<file path="config.mk">
export PLATFORM = sky130hd
export DESIGN_NAME = proc_perf_counters
export DESIGN_NICKNAME = d
export VERILOG_FILES = /design/src/rtl/proc_perf_counters_pkg.sv /design/src/rtl/proc_perf_counters_event.sv /design/src/rtl/proc_perf_counters.sv
export SDC_FILE = /design/constraint.sdc
export NUM_CORES = 1
export LEC_CHECK = 0
export CAP_MARGIN = 20
export CORE_UTILIZATION = 55
export DETAILED_ROUTE_END_ITERATION = 10
export PLACE_DENSITY = 0.72
export SKIP_LAST_GASP = 1
export SLEW_MARGIN = 5
export SYNTH_ARGS = -nofsm -noshare
export SYNTH_HDL_FRONTEND = slang
export SYNTH_SLANG_ARGS = --single-unit
export TNS_END_PERCENT = 50
</file>
<file path="constraint.sdc">
create_clock -name clk -period 2.8 [get_ports clk]
set_input_delay 0.56 -clock clk [delete_from_list [all_inputs] [get_ports clk]]
set_output_delay 0.56 -clock clk [all_outputs]
set_load 0.02 [all_outputs]
</file>
<file path="src/rtl/proc_perf_counters_pkg.sv">
// Shared definitions for the processor performance counter block:
// default counter width, snapshot read-select map and FSM state type.
package proc_perf_pkg;

    localparam int unsigned CNT_W_DEF   = 32;
    localparam int unsigned NUM_CNT_DEF = 6;

    // Snapshot read-select map
    localparam logic [2:0] SEL_CYCLES = 3'd0;
    localparam logic [2:0] SEL_INST   = 3'd1;
    localparam logic [2:0] SEL_IREQ   = 3'd2;
    localparam logic [2:0] SEL_IHIT   = 3'd3;
    localparam logic [2:0] SEL_DREQ   = 3'd4;
    localparam logic [2:0] SEL_DHIT   = 3'd5;
    localparam logic [2:0] SEL_OVF    = 3'd6;
    localparam logic [2:0] SEL_STATUS = 3'd7;

    typedef enum logic {
        RUN    = 1'b0,
        HALTED = 1'b1
    } perfState_t;

endpackage

</file>
<file path="src/rtl/proc_perf_counters_event.sv">
// Single wrapping event counter with synchronous clear and sticky overflow.
// Exposes its next-state value so the owner can snapshot "after this edge".
module perf_event_counter #(
    parameter int unsigned CNT_W = 32
) (
    input  logic             clk,
    input  logic             rst_n,
    input  logic             inc,
    input  logic             clr,
    output logic [CNT_W-1:0] nextCount,
    output logic             nextOvf
);

    logic [CNT_W-1:0] count;
    logic             ovf;

    // Next count/overflow: clear dominates, wrap at all-ones sets sticky ovf
    always_comb begin
        nextCount = count;
        nextOvf   = ovf;
        if (clr) begin
            nextCount = '0;
            nextOvf   = 1'b0;
        end else if (inc) begin
            nextCount = count + CNT_W'(1);
            if (count == '1) begin
                nextOvf = 1'b1;
            end
        end
    end

    // Register the counter state
    always_ff @(posedge clk or negedge rst_n) begin
        if (!rst_n) begin
            count <= '0;
            ovf   <= 1'b0;
        end else begin
            count <= nextCount;
            ovf   <= nextOvf;
        end
    end

endmodule

</file>
<file path="src/rtl/proc_perf_counters.sv">
// Processor performance counters: cycle, retired-instruction and I/D-cache
// request/hit counts gathered from WB/MEM strobes, frozen on halt, read
// back through an atomically loaded snapshot bank.
module proc_perf_counters
    import proc_perf_pkg::*;
#(
    parameter int unsigned CNT_W   = CNT_W_DEF,
    parameter int unsigned NUM_CNT = NUM_CNT_DEF
) (
    input  logic             clk,
    input  logic             rst_n,
    input  logic             reg_write,
    input  logic             mem_write,
    input  logic             halt,
    input  logic             icache_req,
    input  logic             icache_hit,
    input  logic             dcache_req,
    input  logic             dcache_hit,
    input  logic             clr,
    input  logic             snap,
    output logic             snap_done,
    input  logic [2:0]       rd_sel,
    output logic [CNT_W-1:0] rd_data,
    output logic             halted
);

    perfState_t       state;
    perfState_t       nextState;
    logic             protoErr;
    logic             nextProto;
    logic             running;
    logic [NUM_CNT-1:0] evt;
    logic [NUM_CNT-1:0] nextOvf;
    logic [CNT_W-1:0] nextCnt [NUM_CNT];

    logic [CNT_W-1:0] snapCnt [NUM_CNT];
    logic [NUM_CNT-1:0] snapOvf;
    logic             snapProto;
    logic             snapHalted;
    logic [CNT_W-1:0] rdNext;

    // Event strobes: only counted in RUN, and a clear drops the cycle's events
    always_comb begin
        running          = (state == RUN) && !clr;
        evt              = '0;
        evt[SEL_CYCLES]  = running;
        evt[SEL_INST]    = running && (reg_write || mem_write || halt);
        evt[SEL_IREQ]    = running && icache_req;
        evt[SEL_IHIT]    = running && icache_req && icache_hit;
        evt[SEL_DREQ]    = running && dcache_req;
        evt[SEL_DHIT]    = running && dcache_req && dcache_hit;
    end

    // Next FSM state and protocol-error flag (needed early for the snapshot)
    always_comb begin
        nextState = state;
        nextProto = protoErr;
        if (clr) begin
            nextState = RUN;
            nextProto = 1'b0;
        end else if (state == RUN) begin
            if (halt) begin
                nextState = HALTED;
            end
            if ((icache_hit && !icache_req) || (dcache_hit && !dcache_req)) begin
                nextProto = 1'b1;
            end
        end
    end

    genvar g;
    generate
        for (g = 0; g < NUM_CNT; g++) begin : gCnt
            perf_event_counter #(.CNT_W(CNT_W)) uCnt (
                .clk       (clk),
                .rst_n     (rst_n),
                .inc       (evt[g]),
                .clr       (clr),
                .nextCount (nextCnt[g]),
                .nextOvf   (nextOvf[g])
            );
        end
    endgenerate

    // FSM with registered halted/snap_done outputs and sticky protocol error
    always_ff @(posedge clk or negedge rst_n) begin
        if (!rst_n) begin
            state     <= RUN;
            halted    <= 1'b0;
            protoErr  <= 1'b0;
            snap_done <= 1'b0;
        end else begin
            state     <= nextState;
            halted    <= (nextState == HALTED);
            protoErr  <= nextProto;
            snap_done <= snap;
        end
    end

    // Snapshot bank: captures post-edge values, so clr+snap loads zeros
    always_ff @(posedge clk or negedge rst_n) begin
        if (!rst_n) begin
            for (int unsigned i = 0; i < NUM_CNT; i++) begin
                snapCnt[i] <= '0;
            end
            snapOvf    <= '0;
            snapProto  <= 1'b0;
            snapHalted <= 1'b0;
        end else if (snap) begin
            for (int unsigned i = 0; i < NUM_CNT; i++) begin
                snapCnt[i] <= nextCnt[i];
            end
            snapOvf    <= nextOvf;
            snapProto  <= nextProto;
            snapHalted <= (nextState == HALTED);
        end
    end

    // Read mux over the snapshot bank only; status words are zero-extended
    always_comb begin
        rdNext = '0;
        case (rd_sel)
            SEL_CYCLES: rdNext = snapCnt[0];
            SEL_INST:   rdNext = snapCnt[1];
            SEL_IREQ:   rdNext = snapCnt[2];
            SEL_IHIT:   rdNext = snapCnt[3];
            SEL_DREQ:   rdNext = snapCnt[4];
            SEL_DHIT:   rdNext = snapCnt[5];
            SEL_OVF:    rdNext = CNT_W'(snapOvf);
            SEL_STATUS: rdNext = CNT_W'({snapProto, snapHalted});
            default:    rdNext = '0;
        endcase
    end

    // Registered read data, one cycle latency
    always_ff @(posedge clk or negedge rst_n) begin
        if (!rst_n) begin
            rd_data <= '0;
        end else begin
            rd_data <= rdNext;
        end
    end

endmodule

</file>
Yosys cells after proc, flatten, opt, wreduce, memory -nomap -nowiden
Index checks and enable logic that the tools add are counted.

operators by class
  add/subtract/negate cells = 6
  equality and inequality tests = 13
  mux-type cells = 37
  bitwise logic cells = 1
  reduce and logical (&&, ||, !) cells = 15

operator list
  kind                   count
  $mux 32                12
  $pmux 32 s8            1
  $add 32x1->32 const B  6
  $eq 32x32->1 const B   6
  $mux 1                 24
  $eq 3x3->1 const B     4
  $logic_and 1x1->1      8
  $eq 3x2->1 const B     2
  $eq 3x1->1 const B     1
  $logic_not 1->1        3
  $logic_not 3->1        1
  $logic_or 1x1->1       3
  $not 1->1              1

word-level totals
  register bits = 433
  input bits = 14
  output and inout bits = 34
  word-level logic and storage cells = 97

Longest topological paths before layout
Gate-level depths: netlist of the first run.

  depth after elaboration = 6
  mapped depth = 7
  gate-level depth less buffers = 6

Modules after synthesis
A second synthesis of the first run with hierarchy kept.

second synthesis, totals
  cell total of the unflattened synthesis = 1857
  area total of the unflattened synthesis = 20538.4 um^2

modules (own cells, without submodules)
  module                                 times used  cells each  area an instance (um^2)  seq. area each (um^2)
  proc_perf_counters                     1           740         10012.1                  5880.6
  perf_event_counter (gCnt[0].uCnt ...)  5           186         1755.4                   825.8
  perf_event_counter (gCnt[2].uCnt)      1           187         1749.2                   825.8

Least setup slack after synthesis of the first run
OpenSTA, ideal clock, no wires.

  kind = input -> register
  from = input port clr
  to = register snapCnt[58] in the netlist's numbering
  setup time = 125 ps
  arrival time = 2214 ps
  required time = 2675 ps
  setup slack = 461 ps
  stages on the path = 7
  buffers on the path = 2
  path through = nand4bb_1 clkbuf_1 or4_1 buf_2 o41ai_2 a21oi_1 mux2_2

on the way
  longest elaborated chain between the ends = 5

RTL lines
  item                            RTL line                        text
  start: declaration              proc_perf_counters.sv:19        input logic clr,
  $logic_not 1->1                 proc_perf_counters.sv:44        running = (state == RUN) && !clr;
  $logic_and 1x1->1               proc_perf_counters.sv:44
  $logic_and 1x1->1               proc_perf_counters.sv:50        evt[SEL_DREQ] = running && dcache_req;
  $mux 32                         proc_perf_counters_event.sv:24  end else if (inc) begin
  $mux 32 (*)                     proc_perf_counters_event.sv:21  if (clr) begin
  via gCnt[4].uCnt.nextCount[26]  proc_perf_counters_event.sv:10  output logic [CNT_W-1:0] nextCount,
  end signal: indexed assignment  proc_perf_counters.sv:111       snapCnt[i] <= nextCnt[i];
  end: declaration                proc_perf_counters.sv:36        logic [CNT_W-1:0] snapCnt [NUM_CNT];

The timed path passes the listed nets; every way through them passes the cells marked *.
A chain may end at the register's enable or synchronous reset.

Final worst setup path of the first run
  from = register gCnt[0].uCnt.count[0]
  to = register snapCnt[178] in the netlist's numbering

on the way
  longest elaborated chain between the ends = 3

RTL lines
  item                            RTL line                        text
  start: declaration              proc_perf_counters_event.sv:14  logic [CNT_W-1:0] count;
  start signal: assignment        proc_perf_counters_event.sv:38  count <= nextCount;
  $add 32x1->32                   proc_perf_counters_event.sv:25  nextCount = count + CNT_W'(1);
  $mux 32                         proc_perf_counters_event.sv:24
  $mux 32                         proc_perf_counters_event.sv:21
  via gCnt[0].uCnt.nextCount[18]  proc_perf_counters_event.sv:10

The timed path passes the listed nets, and every way through them passes these cells.

==> results.md, run 1 <==
- Power, Total: between 10 and 15 mW
- Hold_ws: 412 ps
- Final Hold Violating Endpoints: 0
- Number of synthesized flops with an enable pin: 0
- Peak VDD IR: roughly 0.5 mV
- Routability-driven placement congestion ratio: between 0.8 and 0.9
- Layout Cells excl Fill: 2391
- ANT nets after route: 0
- Maximum clock rate: approximately 380 MHz
- H-tree levels: 2
- Crit path max fanout: 9
- Skew final: between 15 and 20 ps
- RSZ-0062 raised after global routing: false
- Antenna diode count: 0
- Ys flop type: dfrtp_1
- Fin crit period: 2610 ps
- Total grt overflow: 0
- Syn Area/Cell: about 11 sq um
- Cell variety after synth: 59
- Starting Density: 55.7%
- Antenna violations before repair: 0
- CTS tree: yes
- Placement Cell Area: 0.0211 sq mm
- Die Span X: 192 um
- Syn Inst Count: between 1500 and 2000
- Largest net degree at the start of global routing: between 100 and 150
- Vias: about 15000
- Worst slew pin tran: roughly 710 ps
- Post-cts sizing count: 0
- Starting DRT DRC Count: between 1000 and 1500
- R2R Setup Slk: ~190 ps
- Layout Nets: between 1500 and 2000
- Total Routed Length: roughly 50 mm
- Detailed placer's ending HPWL: roughly 34 mm
- # rows: 69
- Final Cycle Share: between 90 and 100%
- Seq/Total Area, Yosys: between 50% and 60%
- I/O pin total: between 40 and 50
- Final WS setup: 187 ps
- Max transition margin: a little over half
- Post-synth ARST share: between 90% and 100%
- Vias per Instance: 6.11
- Status: finished clean
- Crit end category: register
- Syn Nets: roughly 1900
- PortBufs: 47
- Pwr dens: 594 mW/mm^2
- Core area: between 0.03 and 0.04 sq mm
- Pre-CTS setup slack: -157 ps
- Worst setup SP type: register
- Number of synthesis warnings: 0
- Cell area after layout: about 0.023 sq mm
- Die ar.: between 0.03 and 0.04 sq mm
- Clock Path Buffers: 3
- Yosys reg bits: 433
- Fin. max-slew vios: 0
- Placed Instances: around 2300
- Post-layout util: about 64%
- Setup-failing EPs final: 0
- Setup TNS: 0 ps
- Global-route wire length before repair: slightly above 80 mm
- Vias in the first global route: 14500
- Min-Delay Path Class: in2reg
- Reg clk slew, reported paths: about 60 ps
- Drt wl/cell: approximately 21 um
- Clk_lat worst skew: 570 ps
- WP data required: ~3300 ps
- Clock sinks: 433
- Max-Cap Viols: 0
- Share of layout cells above drive strength 1: approximately 13%
- Post-synth design cell area: ~0.02 sq mm
- Cts bufs inserted: 46
- 1st-pass router iterations: 5
- DR DRC count: 0
- Tot GR Track Use: between 20% and 30%
- Area delta synth->final: 15.0%
- Arr. time, crit path: between 3000 and 4000 ps
- Static leakage: roughly 9.6 nW
- Root buf cell: clkbuf_16
- Die Span Y: between 150 and 200 um
- CP Class: reg2reg
==> final cells by class <==
type | instances | area, sq um
fillers | 2740 | 12700
flip-flops and latches | 433 | 10800
multi-input cells | 1263 | 8410
clock buffers | 66 | 1350
repair buffers | 122 | 1230
well taps | 461 | 577
clock inverters | 18 | 248
inverters | 28 | 108
==> routing by layer <==
metal  wire length [um]  GRT usage [%]
met5                  0              0
met4               1470           9.65
met3               2840           4.13
met2              23400           45.3
met1              22900           40.8
==> worst max-delay path, stage by stage, from the launching register on <==
cell     delay, ps
dfrtp_1        430
ha_1           220
or3b_1         390
or4_1          730
o21ai_0        300
a21oi_2         90
mux2_1         320
==> kinds of logic after synthesis <==
logic type | after synthesis | synth area share (%)
DFF | 433 | 54.8
xor gates and xnor gates | 153 | 6.77
adders and majority gates | 6 | 0.380
and+or+nand+nor | 670 | 16.8
AOI/OAI and AO/OA | 299 | 10.8
buffers and inverters | 143 | 2.78
muxes | 135 | 7.65
==> power breakdown <==
part | leakage [nW] | switching, mW | internal, mW
Clock | 0.794 | 2.54 | 3.90
Sequential | 6.00 | 0.0397 | 6.32
Combinational | 2.80 | 0.488 | 0.240
Total | 9.59 | 3.07 | 10.5
==> layout by cell type (no fill, tap or decap), types with 9 or more instances in the layout <==
master           count
or3_1               22
o2bb2ai_1          125
nor2_1             261
xnor2_1            110
mux2i_1             60
and4_1              18
o31ai_1             14
buf_12              16
a211oi_1            26
clkdlybuf4s50_1     41
clkbuf_16           47
o21ai_0             25
clkbuf_8            10
clkinv_2            10
or4_1               26
a21oi_1             87
nand4_1             46
mux2_2              68
xor2_1              43
nand3_1             65
dfrtp_1            433
nor3_1              58
inv_1               27
nand2_1             88
and3_1              15
nor4_1              27
clkbuf_1             9
buf_4               60
==> registers in the layout, summed over array words and instances (netlist names) <==
register and count:
gCnt.uCnt.count 192, gCnt.uCnt.ovf 6, protoErr 1, rd_data 32
snapCnt 192, snapHalted 1, snapOvf 6, snapProto 1
snap_done 1, state 1
==> timing repair <==
item	4_1_cts	5_1_grt
hold buffers	1	0
hold endpoints to repair	48	0
buffers inserted	0	0
==> final timing paths <==
path                                            startpoint                                to  cells after the start
min                                                    clr   gCnt[1].uCnt.count[5]$_DFF_PN0_                      3
max reg2reg                gCnt[0].uCnt.count[0]$_DFF_PN0_          snapCnt[178]$_DFFE_PN0P_                      6
max in group asynchronous                            rst_n  gCnt[0].uCnt.count[28]$_DFF_PN0_                      3
max                        gCnt[0].uCnt.count[0]$_DFF_PN0_          snapCnt[178]$_DFFE_PN0P_                      6
min reg2reg                        snapCnt[24]$_DFFE_PN0P_           snapCnt[24]$_DFFE_PN0P_                      2
min in group asynchronous                            rst_n  gCnt[2].uCnt.count[28]$_DFF_PN0_                      2
==> cells in the mapped netlist (all sizes together), types with 2 or more instances <==
library cell  instances  area share (%)
dfrtp               433              55
nor2                261             5.0
o2bb2ai             125             5.5
xnor2               110             4.9
clkbuf               92             1.7
a21oi                91             2.4
nand2                89             1.7
mux2                 69             3.9
nand3                65             1.6
mux2i                60             3.0
nor3                 58             1.5
nand4                47             1.5
xor2                 43             1.9
nor4                 29            0.98
inv                  27            0.51
a211oi               26            0.99
or4                  26            0.99
o21ai                25            0.63
buf                  23            0.51
or3                  22            0.70
and4                 18            0.80
and3                 15            0.47
o31ai                14            0.53
nor2b                 7            0.22
ha                    6            0.38
mux4                  6            0.68
nand4b                6            0.27
and2                  5            0.16
a31oi                 4            0.13
nand2b                4            0.13
nand4bb               4            0.23
or2                   4            0.13
a41oi                 2           0.089
and4bb                2            0.13
nand3b                2           0.076
nor4b                 2           0.089
nor4bb                2            0.10
o211ai                2           0.076
o41ai                 2            0.13
No activity file was read; power rests on OpenSTA's default activity.
==> run 2, diff against run 1 <==
--- a/config.mk
+++ b/config.mk
@@ -8,6 +8,7 @@
 export CAP_MARGIN = 20
 export CORE_UTILIZATION = 55
 export DETAILED_ROUTE_END_ITERATION = 10
+export GPL_ROUTABILITY_DRIVEN = 0
 export PLACE_DENSITY = 0.72
 export SKIP_LAST_GASP = 1
 export SLEW_MARGIN = 5
==> results of run 2 <==
The final DEF is identical to that of run 1; final timing and power are the same.
